`config.mk`:
```
export PLATFORM = sky130hd
export DESIGN_NAME = mult_div_unit
export DESIGN_NICKNAME = d
export VERILOG_FILES = /design/src/rtl/mips_pkg.sv /design/src/rtl/md_step.sv /design/src/rtl/mult_div_unit.sv
export SDC_FILE = /design/constraint.sdc
export NUM_CORES = 1
export LEC_CHECK = 0
export ABC_AREA = 1
export BUFFER_PORTS_ARGS = -buffer_cell sky130_fd_sc_hd__buf_4
export CAP_MARGIN = 20
export CORE_UTILIZATION = 45
export CTS_CLUSTER_DIAMETER = 40
export CTS_CLUSTER_SIZE = 25
export DETAILED_ROUTE_END_ITERATION = 16
export SLEW_MARGIN = 40
export SYNTH_ARGS = -nofsm -noshare
export SYNTH_HDL_FRONTEND = slang
export SYNTH_SLANG_ARGS = --single-unit
```
`constraint.sdc`:
```
create_clock -name clock -period 12.5 [get_ports clock]
set_input_delay 1.875 -clock clock [delete_from_list [all_inputs] [get_ports clock]]
set_output_delay 1.875 -clock clock [all_outputs]
set_load 0.05 [all_outputs]
```
`src/rtl/mips_pkg.sv`:
```
// Shared definitions for the multicycle MIPS datapath: operand width and
// the multiply/divide engine state encoding.
package mips_pkg;

  localparam int WIDTH     = 32;
  localparam int ITER_LAST = WIDTH - 1;

  typedef enum logic [1:0] {
    S_IDLE  = 2'd0,
    S_RUN   = 2'd1,
    S_FIXUP = 2'd2,
    S_DONE  = 2'd3
  } md_state_e;

endpackage

```
`src/rtl/md_step.sv`:
```
// One iteration of the engine: a radix-2 Booth step (is_div=0) or one
// restoring-division step on magnitudes (is_div=1). Purely combinational.
module md_step
  import mips_pkg::*;
#(
  parameter int W = mips_pkg::WIDTH
) (
  input  logic         is_div,
  input  logic [W:0]   acc_i,
  input  logic [W-1:0] low_i,
  input  logic         q1_i,
  input  logic [W-1:0] m_i,
  output logic [W:0]   acc_o,
  output logic [W-1:0] low_o,
  output logic         q1_o
);

  logic [W:0] m_ext;
  logic [W:0] sum;
  logic [W:0] r_sh;
  logic [W:0] trial;

  always_comb begin
    m_ext = {m_i[W-1], m_i};
    sum   = acc_i;
    r_sh  = {acc_i[W-1:0], low_i[W-1]};
    trial = r_sh - {1'b0, m_i};
    acc_o = acc_i;
    low_o = low_i;
    q1_o  = 1'b0;
    if (!is_div) begin
      case ({low_i[0], q1_i})
        2'b01:   sum = acc_i + m_ext;
        2'b10:   sum = acc_i - m_ext;
        default: sum = acc_i;
      endcase
      // Arithmetic shift of {P_hi, P_lo, q_1}; the 33rd accumulator bit keeps M=-2^31 safe.
      acc_o = {sum[W], sum[W:1]};
      low_o = {sum[0], low_i[W-1:1]};
      q1_o  = low_i[0];
    end else if (!trial[W]) begin
      acc_o = trial;
      low_o = {low_i[W-2:0], 1'b1};
    end else begin
      acc_o = r_sh;
      low_o = {low_i[W-2:0], 1'b0};
    end
  end

endmodule

```
`src/rtl/mult_div_unit.sv`:
```
// Iterative signed multiply (Booth) / divide (restoring + sign fix-up) unit.
// Start edge -> WIDTH RUN cycles -> FIXUP -> one-cycle done pulse.
module mult_div_unit
  import mips_pkg::*;
#(
  parameter int WIDTH = mips_pkg::WIDTH
) (
  input  logic             clock,
  input  logic             reset,
  input  logic             start_mult,
  input  logic             start_div,
  input  logic [WIDTH-1:0] op_a,
  input  logic [WIDTH-1:0] op_b,
  output logic [WIDTH-1:0] hi,
  output logic [WIDTH-1:0] lo,
  output logic             busy,
  output logic             done,
  output logic             div_zero
);

  localparam int CW = $clog2(WIDTH);
  localparam logic [CW-1:0] LAST = CW'(WIDTH - 1);

  md_state_e        state_q, state_d;
  logic [CW-1:0]    cnt_q, cnt_d;
  logic             is_div_q, is_div_d;
  logic [WIDTH:0]   acc_q, acc_d;
  logic [WIDTH-1:0] low_q, low_d;
  logic             q1_q, q1_d;
  logic [WIDTH-1:0] m_q, m_d;
  logic             sa_q, sa_d, sb_q, sb_d;
  logic [WIDTH-1:0] hi_q, hi_d, lo_q, lo_d;
  logic             busy_q, busy_d, done_q, done_d, dz_q, dz_d;

  logic [WIDTH:0]   acc_nx;
  logic [WIDTH-1:0] low_nx;
  logic             q1_nx;

  md_step #(.W(WIDTH)) u_step (
    .is_div (is_div_q),
    .acc_i  (acc_q),
    .low_i  (low_q),
    .q1_i   (q1_q),
    .m_i    (m_q),
    .acc_o  (acc_nx),
    .low_o  (low_nx),
    .q1_o   (q1_nx)
  );

  always_comb begin
    state_d  = state_q;
    cnt_d    = cnt_q;
    is_div_d = is_div_q;
    acc_d    = acc_q;
    low_d    = low_q;
    q1_d     = q1_q;
    m_d      = m_q;
    sa_d     = sa_q;
    sb_d     = sb_q;
    hi_d     = hi_q;
    lo_d     = lo_q;
    busy_d   = busy_q;
    done_d   = 1'b0;
    dz_d     = dz_q;
    case (state_q)
      S_IDLE: begin
        if (start_mult) begin
          state_d  = S_RUN;
          is_div_d = 1'b0;
          acc_d    = '0;
          low_d    = op_b;
          q1_d     = 1'b0;
          m_d      = op_a;
          cnt_d    = '0;
          busy_d   = 1'b1;
          dz_d     = 1'b0;
        end else if (start_div) begin
          if (op_b == '0) begin
            // Divide by zero: report immediately, leave hi/lo untouched.
            state_d = S_DONE;
            done_d  = 1'b1;
            dz_d    = 1'b1;
          end else begin
            state_d  = S_RUN;
            is_div_d = 1'b1;
            acc_d    = '0;
            low_d    = op_a[WIDTH-1] ? (~op_a + 1'b1) : op_a;
            q1_d     = 1'b0;
            m_d      = op_b[WIDTH-1] ? (~op_b + 1'b1) : op_b;
            sa_d     = op_a[WIDTH-1];
            sb_d     = op_b[WIDTH-1];
            cnt_d    = '0;
            busy_d   = 1'b1;
            dz_d     = 1'b0;
          end
        end
      end
      S_RUN: begin
        acc_d = acc_nx;
        low_d = low_nx;
        q1_d  = q1_nx;
        cnt_d = cnt_q + 1'b1;
        if (cnt_q == LAST) state_d = S_FIXUP;
      end
      S_FIXUP: begin
        if (is_div_q) begin
          lo_d = (sa_q ^ sb_q) ? (~low_q + 1'b1) : low_q;
          hi_d = sa_q ? (~acc_q[WIDTH-1:0] + 1'b1) : acc_q[WIDTH-1:0];
        end else begin
          hi_d = acc_q[WIDTH-1:0];
          lo_d = low_q;
        end
        state_d = S_DONE;
        busy_d  = 1'b0;
        done_d  = 1'b1;
      end
      default: state_d = S_IDLE;
    endcase
  end

  always_ff @(posedge clock or posedge reset) begin
    if (reset) begin
      state_q  <= S_IDLE;
      cnt_q    <= '0;
      is_div_q <= 1'b0;
      acc_q    <= '0;
      low_q    <= '0;
      q1_q     <= 1'b0;
      m_q      <= '0;
      sa_q     <= 1'b0;
      sb_q     <= 1'b0;
      hi_q     <= '0;
      lo_q     <= '0;
      busy_q   <= 1'b0;
      done_q   <= 1'b0;
      dz_q     <= 1'b0;
    end else begin
      state_q  <= state_d;
      cnt_q    <= cnt_d;
      is_div_q <= is_div_d;
      acc_q    <= acc_d;
      low_q    <= low_d;
      q1_q     <= q1_d;
      m_q      <= m_d;
      sa_q     <= sa_d;
      sb_q     <= sb_d;
      hi_q     <= hi_d;
      lo_q     <= lo_d;
      busy_q   <= busy_d;
      done_q   <= done_d;
      dz_q     <= dz_d;
    end
  end

  assign hi       = hi_q;
  assign lo       = lo_q;
  assign busy     = busy_q;
  assign done     = done_q;
  assign div_zero = dz_q;

endmodule

```
# After elaboration in Yosys (flattened, before gate mapping)
# Index checks and enable logic that the tools add are counted.
# word_totals
inputBits,68
ff_bits,175
out_inout_bits,67
word_cells,96
# classes
n_bitwise,7
mux,47
n_eq_ne,9
n_addsub,8
n_reduce_logical,11
# ops
op,n
32-bit 2-to-1 mux,13
33-bit 2-to-1 mux,5
33-bit case mux with 2 select lines,2
32-bit by 1-bit adder with 32-bit output (second input constant),4
32-bit inverter,4
32-bit case mux with 2 select lines,1
33-bit adder,1
33-bit by 32-bit subtractor with 33-bit output,1
33-bit subtractor,1
32-bit zero test,1
5-bit 2-to-1 mux,3
1-bit 2-to-1 mux,14
5-bit case mux with 2 select lines,1
3-bit AND reduction,3
2-bit 2-to-1 mux,4
3-bit inequality test (second input constant),2
1-bit case mux with 2 select lines,3
2-bit case mux with 3 select lines,1
2-bit nonzero test,3
5-bit by 1-bit adder with 5-bit output (second input constant),1
5-bit equality test (second input constant),1
2-bit by 1-bit equality test with 1-bit output (second input constant),2
2-bit equality test (second input constant),2
2-bit inequality test (second input constant),2
other kinds (5),7

# Depth between registers and ports, before layout
# Gate-level depths: netlist (run 1).
# depth
ltp_word,7
ltp_mapped,28

# By module
# Synthesis (run 1) repeated with hierarchy kept, for this count alone.
# unflattened
hier_cells,2878
area_unflattened_um2,17631.9
# modules_own_cells
mod,n_inst,area_per_inst_um2,cells_per_inst
mult_div_unit,1,11464.7,1690
md_step,1,6167.2,1188

# Least setup slack after synthesis (run 1)
# Ideal clock, no wire load.
# synth_path
path_type,input to register
from,in op_b[1]
to,reg cnt_q[0]
cell_stages,16
path_slack_ps,8966
arrival_ps,3410
setup_time_ps,124
n_path_buf,1
path_cell_list,inv_1 ha_1 inv_2 nor3_2 inv_2 nor2_4 nand2_1 nor2_2 nand2_2 nand3_4 o21ai_2 nand2_2 inv_2 buf_2 nor2_1 a21oi_1
# synth_between
elab_chain_cells,3
# synth_rtl
item,line_no,text
from (decl),mult_div_unit.sv:13,"input logic [WIDTH-1:0] op_b,"
32-bit zero test,mult_div_unit.sv:78,if (op_b == '0) begin
3-bit inequality test (no line),-,
3-bit AND reduction (no line),-,
to (signal assigned),mult_div_unit.sv:139,cnt_q <= cnt_d;
to (decl),mult_div_unit.sv:25,"logic [CW-1:0] cnt_q, cnt_d;"
# No other way between the ends.
# A chain may end at the register's enable or synchronous reset.

# Final worst setup path (run 1)
# layout_path
from,reg low_q[0]
to,reg acc_q[27]
# layout_between
elab_chain_cells,4
# layout_rtl
item,line_no,text
from (decl),mult_div_unit.sv:28,"logic [WIDTH-1:0] low_q, low_d;"
from (signal assigned),mult_div_unit.sv:142,low_q <= low_d;
2-bit equality test / 2-bit by 1-bit equality test with 1-bit output (equally long branches),md_step.sv:32,"case ({low_i[0], q1_i})"
33-bit case mux with 2 select lines *,md_step.sv:32,
33-bit 2-to-1 mux *,md_step.sv:31,if (!is_div) begin
33-bit case mux with 2 select lines *,mult_div_unit.sv:65,case (state_q)
to (signal assigned),mult_div_unit.sv:126,acc_q <= '0;
to (signal assigned),mult_div_unit.sv:141,acc_q <= acc_d;
to (decl),mult_div_unit.sv:27,"logic [WIDTH:0] acc_q, acc_d;"
# Every way passes the cells marked *; elsewhere a longest branch is shown, timed or not.

==> impl_metrics.tcl, run 1 <==
set metrics [dict create \
    cts_buffer_depth 2 \
    setup_violations 0 \
    antenna_violating_nets_post_route 0 \
    track_usage_pct 34.9 \
    cp-end-kind "flip-flop" \
    ys_types 45 \
    tightestPinTransition_ps 825 \
    cts_tree "built" \
    p_total_mw 5.68 \
    rsz0062_at_grt "false" \
    slew_headroom_pct 45.0 \
    clock_sinks 175 \
    ir_worst_vdd_v 0.000136 \
    clk_pin_slew_worst_paths_ps 80 \
    antenna_cells 0 \
    drt_iter0_drc 1882 \
    fp.dieArea_sq_um 38000 \
    synth_top_flop_cell "dfrtp_1" \
    post-route-drc-count 0 \
    fillCellCount 3858 \
    mostFrequentLayoutCells "663 x nand2_1, 343 x nor2_1, 284 x inv_1, 235 x o21ai_0, 227 x a21oi_1" \
    holdWs_ps 484 \
    min_to "hi[5]" \
    drt-pass1-iter-count 6 \
    cap_violations 0 \
    drt-vias-per-instance 5.75 \
    portBuffers 134 \
    crit_required_ps 12910 \
    die_w_microns 195 \
    drv_slew 0 \
    layout_commonest_cell "nand2_1" \
    hold_path_depth 2 \
    layout-drive-gt1-share_pct 8.12 \
    hold_path_class "reg2reg" \
    leakage_nw 9.19 \
    grt_pass1_wl_microns 101000 \
    die_y_microns 195 \
    numCtsBuffers 17 \
    fp.coreArea_sq_um 36600 \
    timing.setup.tns_ps 0 \
    reg2reg_depth 19 \
    io_pins 135 \
    ys_ff_latch 175 \
    final.min_clock_period_ps 4480 \
    start_util_pct 45.7 \
    clock_latency_ps 470 \
    grt_pass1_vias 16900 \
    reg2reg_from "low_q[0]" \
    crit_fanout 21 \
    synth_edf_count 0 \
    wirelength_microns 66800 \
    postCtsResizedCells 0 \
    grt_start_max_net_pins 103 \
    rrSetupSlack_ps 8020 \
    fin_cells 3238 \
    gp_congestion 1.02 \
    nets 2904 \
    yosysWarnings 0 \
    dp_cells 3206 \
    dp_hpwl_microns 53400 \
    post-route-period-util_pct 35.9 \
    startpoint_type "flip-flop" \
    placementRows 70 \
    grt-ovfl-total 0 \
    ys_seq_area_share_pct 26.2 \
    syn_area_sq_um 16700 \
    syn_area_per_cell_sq_um 6.23 \
    syn_nets 2835 \
    criticalPathCategory "reg2reg" \
    post_cts_buffers 0 \
    r2r_end "acc_q[27]" \
    synth_cells 2688 \
    antenna_found_initial 1 \
    cts_hold_buffers 0 \
    wl_per_cell_microns 20.6 \
    power_density_nw_per_um2 304 \
    min-delay-start "hi[5]" \
    critPathArrivalTime_ps 4890 \
    ctsHtreeMaxLevel 4 \
    vias 18600 \
    clockRootBuffer "clkbuf_16" \
    fmax_ghz 0.223 \
    hold_viol_final 0 \
    synthArstFlopShare_pct 100 \
    syn_to_final_growth_pct 11.6 \
    fin_worst_skew_ps 19.4 \
    status "complete, no violations" \
]
synth_stat cells (32+ instances only):
cell        n  share of area [%]
a21oi_1   227                6.8
a31oi_1    36                1.3
clkbuf_1   73                1.6
dfrtp_1   175                 26
ha_1       77                5.8
inv_1     286                6.4
nand2_1   663                 15
nand3_1   185                5.5
nor2_1    343                7.7
nor3_1     32               0.96
o211ai_1   35                1.6
o21ai_0   236                7.1
xor2_1     95                5.0
sequential cells by signal, summed over array words and instances, names as in the netlist, 2 cells and up:
register,cells
m_q,32
low_q,32
hi,32
state_q,2
lo,32
cnt_q,5
acc_q,33
worst max-delay path, stage by stage (launching register included):
cell	delay, ps
dfrtp_1	490
ha_1	250
buf_4	190
inv_1	570
o21ai_1	250
o21ai_1	230
xor2_1	600
ha_1	410
nand2_1	140
inv_1	50
a21oi_1	190
nor2_1	60
nor2_1	100
o21a_1	130
nand2_1	90
nand2_1	70
nand2_1	50
o21ai_0	340
nand3_1	130
nand2_1	90
routing by layer:
layer | vias to the layer above | share of wire, % | GRT usage, % | wire length, microns
li1 | 9038 | - | - | -
met1 | 8618 | 47 | 51.4 | 31200
met2 | 858 | 40 | 49.2 | 26900
met3 | 105 | 9.9 | 8.61 | 6640
met4 | 0 | 3.0 | 11.5 | 2030
met5 | - | 0 | 0 | 0
final cells by class:
type                            instances  area [sq um]  area share [%]
Multi-Input combinational cell       2115         10800            58.0
Sequential cell                       175          4380            23.4
Timing Repair Buffer                  152          1140            6.13
Inverter                              296          1120            5.99
Tap cell                              468           586            3.13
Clock buffer                           20           457            2.44
Clock inverter                         12           164           0.877
report_power, final:
part,internal (mW),switching (mW),total (mW)
sequential,0.806,0.277,1.08
combinational,1.18,2.83,4.01
clock,0.315,0.272,0.587
total,2.30,3.38,5.68
cells by family after synthesis:
logic type	synth area share, %
compound gates	20.2
fa+ha+maj	5.99
flops	26.2
xor+xnor	5.96
simple gates	32.4
buf+inv	9.24
per-stage QoR:
step           setup WS, ps  util, %  instance area [sq um]
6_report               8020     51.0                  18700
5_1_grt                7530     51.0                  18700
4_1_cts                8160     51.0                  18700
2_1_floorplan          5880        -                  16700
3_5_place_dp           7810     49.3                  18100
3_3_place_gp           7890     49.3                  18000
worst max-delay path by stage:
stage / startpoint / end / slack, ps / cells past startpoint
detailed placement: op_b[1] / low_q[21] / 7810 / 16
floorplan: reset / acc_q[0] / 5880 / 1
CTS: m_q[1] / acc_q[32] / 8160 / 26
global route: m_q[0] / acc_q[31] / 7530 / 27
finish: low_q[0] / acc_q[27] / 8020 / 19
global placement: op_b[1] / cnt_q[2] / 7890 / 16
Note: power is estimated with default switching activity, not from simulation.
==> run 2: changes to the inputs <==
PLACE_DENSITY = 0.65   (was not set)
clock period = 3.9 ns   (was 12.5 ns; I/O delays follow)
==> run 2 against run 1 <==
Register-to-register slack worse by 7800 ps. Fmax grew 20%. Routed wire length rose by 3.1%. Sequential cell count is the same. Sequential share of layout area shrank 0.66 points. Sequential power increased to 3.1 times the previous value. Critical path type unchanged.
==> impl_metrics.tcl, run 2 (synthesis results as in run 1) <==
set metrics [dict create \
    p_total_mw 18.7 \
    track_usage_pct 36.0 \
    numCtsBuffers 17 \
    criticalPathCategory "reg2reg" \
    start_util_pct 45.7 \
    post-route-drc-count 0 \
    io_pins 135 \
    fillCellCount 3795 \
    grt_pass1_vias 17500 \
    drt_iter0_drc 2079 \
    hold_path_class "in2async" \
    syn_to_final_growth_pct 14.8 \
    setup_violations 0 \
    layout_commonest_cell "nand2_1" \
    startpoint_type "flip-flop" \
    fmax_ghz 0.269 \
    gp_congestion 1.02 \
    cts_hold_buffers 0 \
    largest_reg_flops 33 \
    clockRootBuffer "clkbuf_16" \
    drv_slew 0 \
    cap_violations 0 \
    layout-drive-gt1-share_pct 11.0 \
    crit_required_ps 4260 \
    vias 19200 \
    cts_tree "built" \
    timing.setup.tns_ps 0 \
    dp_hpwl_microns 55100 \
    status "complete, no violations" \
    post_cts_buffers 0 \
    placementRows 70 \
    fp.coreArea_sq_um 36600 \
    clock_sinks 175 \
    place_area_sq_um 18500 \
    antenna_violating_nets_post_route 0 \
    die_y_microns 195 \
    power_density_nw_per_um2 972 \
    antenna_found_initial 1 \
    slew_headroom_pct 42.7 \
    leakage_nw 9.50 \
    nets 2965 \
    antenna_cells 0 \
    ctsHtreeMaxLevel 4 \
    portBuffers 134 \
    grt_pass1_wl_microns 104000 \
    crit_fanout 10 \
    die_w_microns 195 \
    grt-ovfl-total 0 \
    wl_per_cell_microns 20.9 \
    fp.dieArea_sq_um 38000 \
    post-route-period-util_pct 95.5 \
    drt-vias-per-instance 5.81 \
    dp_cells 3267 \
    clock_latency_ps 470 \
    hold_viol_final 0 \
    grt_start_max_net_pins 117 \
    fin_worst_skew_ps 10.2 \
    clk_pin_slew_worst_paths_ps 70 \
    cp-end-kind "flip-flop" \
    mostFrequentLayoutCells "659 x nand2_1, 332 x nor2_1, 283 x inv_1, 231 x o21ai_0, 225 x a21oi_1" \
    largest_register "acc_q" \
    fin_cells 3299 \
    ir_worst_vdd_v 0.000449 \
    drt-pass1-iter-count 6 \
    wirelength_microns 68800 \
    final.min_clock_period_ps 3720 \
    cts_buffer_depth 2 \
    critPathArrivalTime_ps 4080 \
    tightestPinTransition_ps 860 \
    final_area_sq_um 19200 \
]
-- run 2: cell count changes in the layout (fill, tap and decap cells not counted), moves of 4 or more --
cell | previous run | this run
buf_4 | 151 | 210
nor2_2 | 3 | 15
nor2_1 | 343 | 332
nand2_1 | 663 | 659
nand2_2 | 2 | 6
o21ai_0 | 235 | 231
-- run 2: through the flow --
step	hold slack, ps	util (%)	setup slack (ps)
6_report	45.6	52.5	176
5_1_grt	55.3	52.5	-4.37
4_1_cts	44.5	52.2	20.2
3_5_place_dp	466	50.6	46.8
3_3_place_gp	467	50.6	76.9
2_1_floorplan	455	-	814
-- run 2: repair_timing --
action	in CTS	in global routing
endpoints found under the setup margin	0	22
gates resized for setup	0	35
endpoints found under the hold margin	0	0
-- run 2: metal layers --
layer,routed length (microns),up-vias,global-route usage [%]
met4,1380,2,8.63
li1,-,9137,-
met1,31700,8986,53.7
met2,28100,949,51.5
met3,7620,82,8.94
met5,16,-,0
-- run 2: layout make-up --
cell class,count,area [sq um],area share (%)
Clock buffer,18,439,2.28
Clock inverter,14,143,0.742
Tap cell,468,586,3.05
Sequential cell,175,4380,22.8
Multi-Input combinational cell,2115,10900,56.8
Inverter,296,1120,5.83
Timing Repair Buffer,213,1630,8.47
-- run 2: worst paths after layout --
check | to | cells after the start | slack [ps] | startpoint
max in group asynchronous | acc_q[29] | 3 | 2850 | reset
hold reg to reg | lo[28] | 2 | 480 | lo[28]
setup / recovery | acc_q[23] | 17 | 180 | m_q[10]
min in group clock | m_q[2] | 3 | 450 | op_a[2]
setup reg to reg | acc_q[23] | 17 | 180 | m_q[10]
hold / removal | state_q[0] | 2 | 50 | reset
-- run 2: power by group --
group / internal (mW) / switching (mW)
Clock: 0.870 / 0.888
Sequential: 2.59 / 0.800
Combinational: 4.18 / 9.36
Total: 7.63 / 11.0
-- run 2: worst max-delay path: stages, from the launching register on --
cell,delay [ps]
dfrtp_1,410
inv_1,110
ha_1,380
nand2_1,180
nor2_1,400
a21oi_1,160
nand2_1,190
nand3_1,130
nand2_1,120
nand3_1,70
nand2_1,80
ha_1,200
clkinvlp_4,280
buf_4,270
a21oi_1,190
o21ai_0,250
nand3_1,130
nand2_1,70
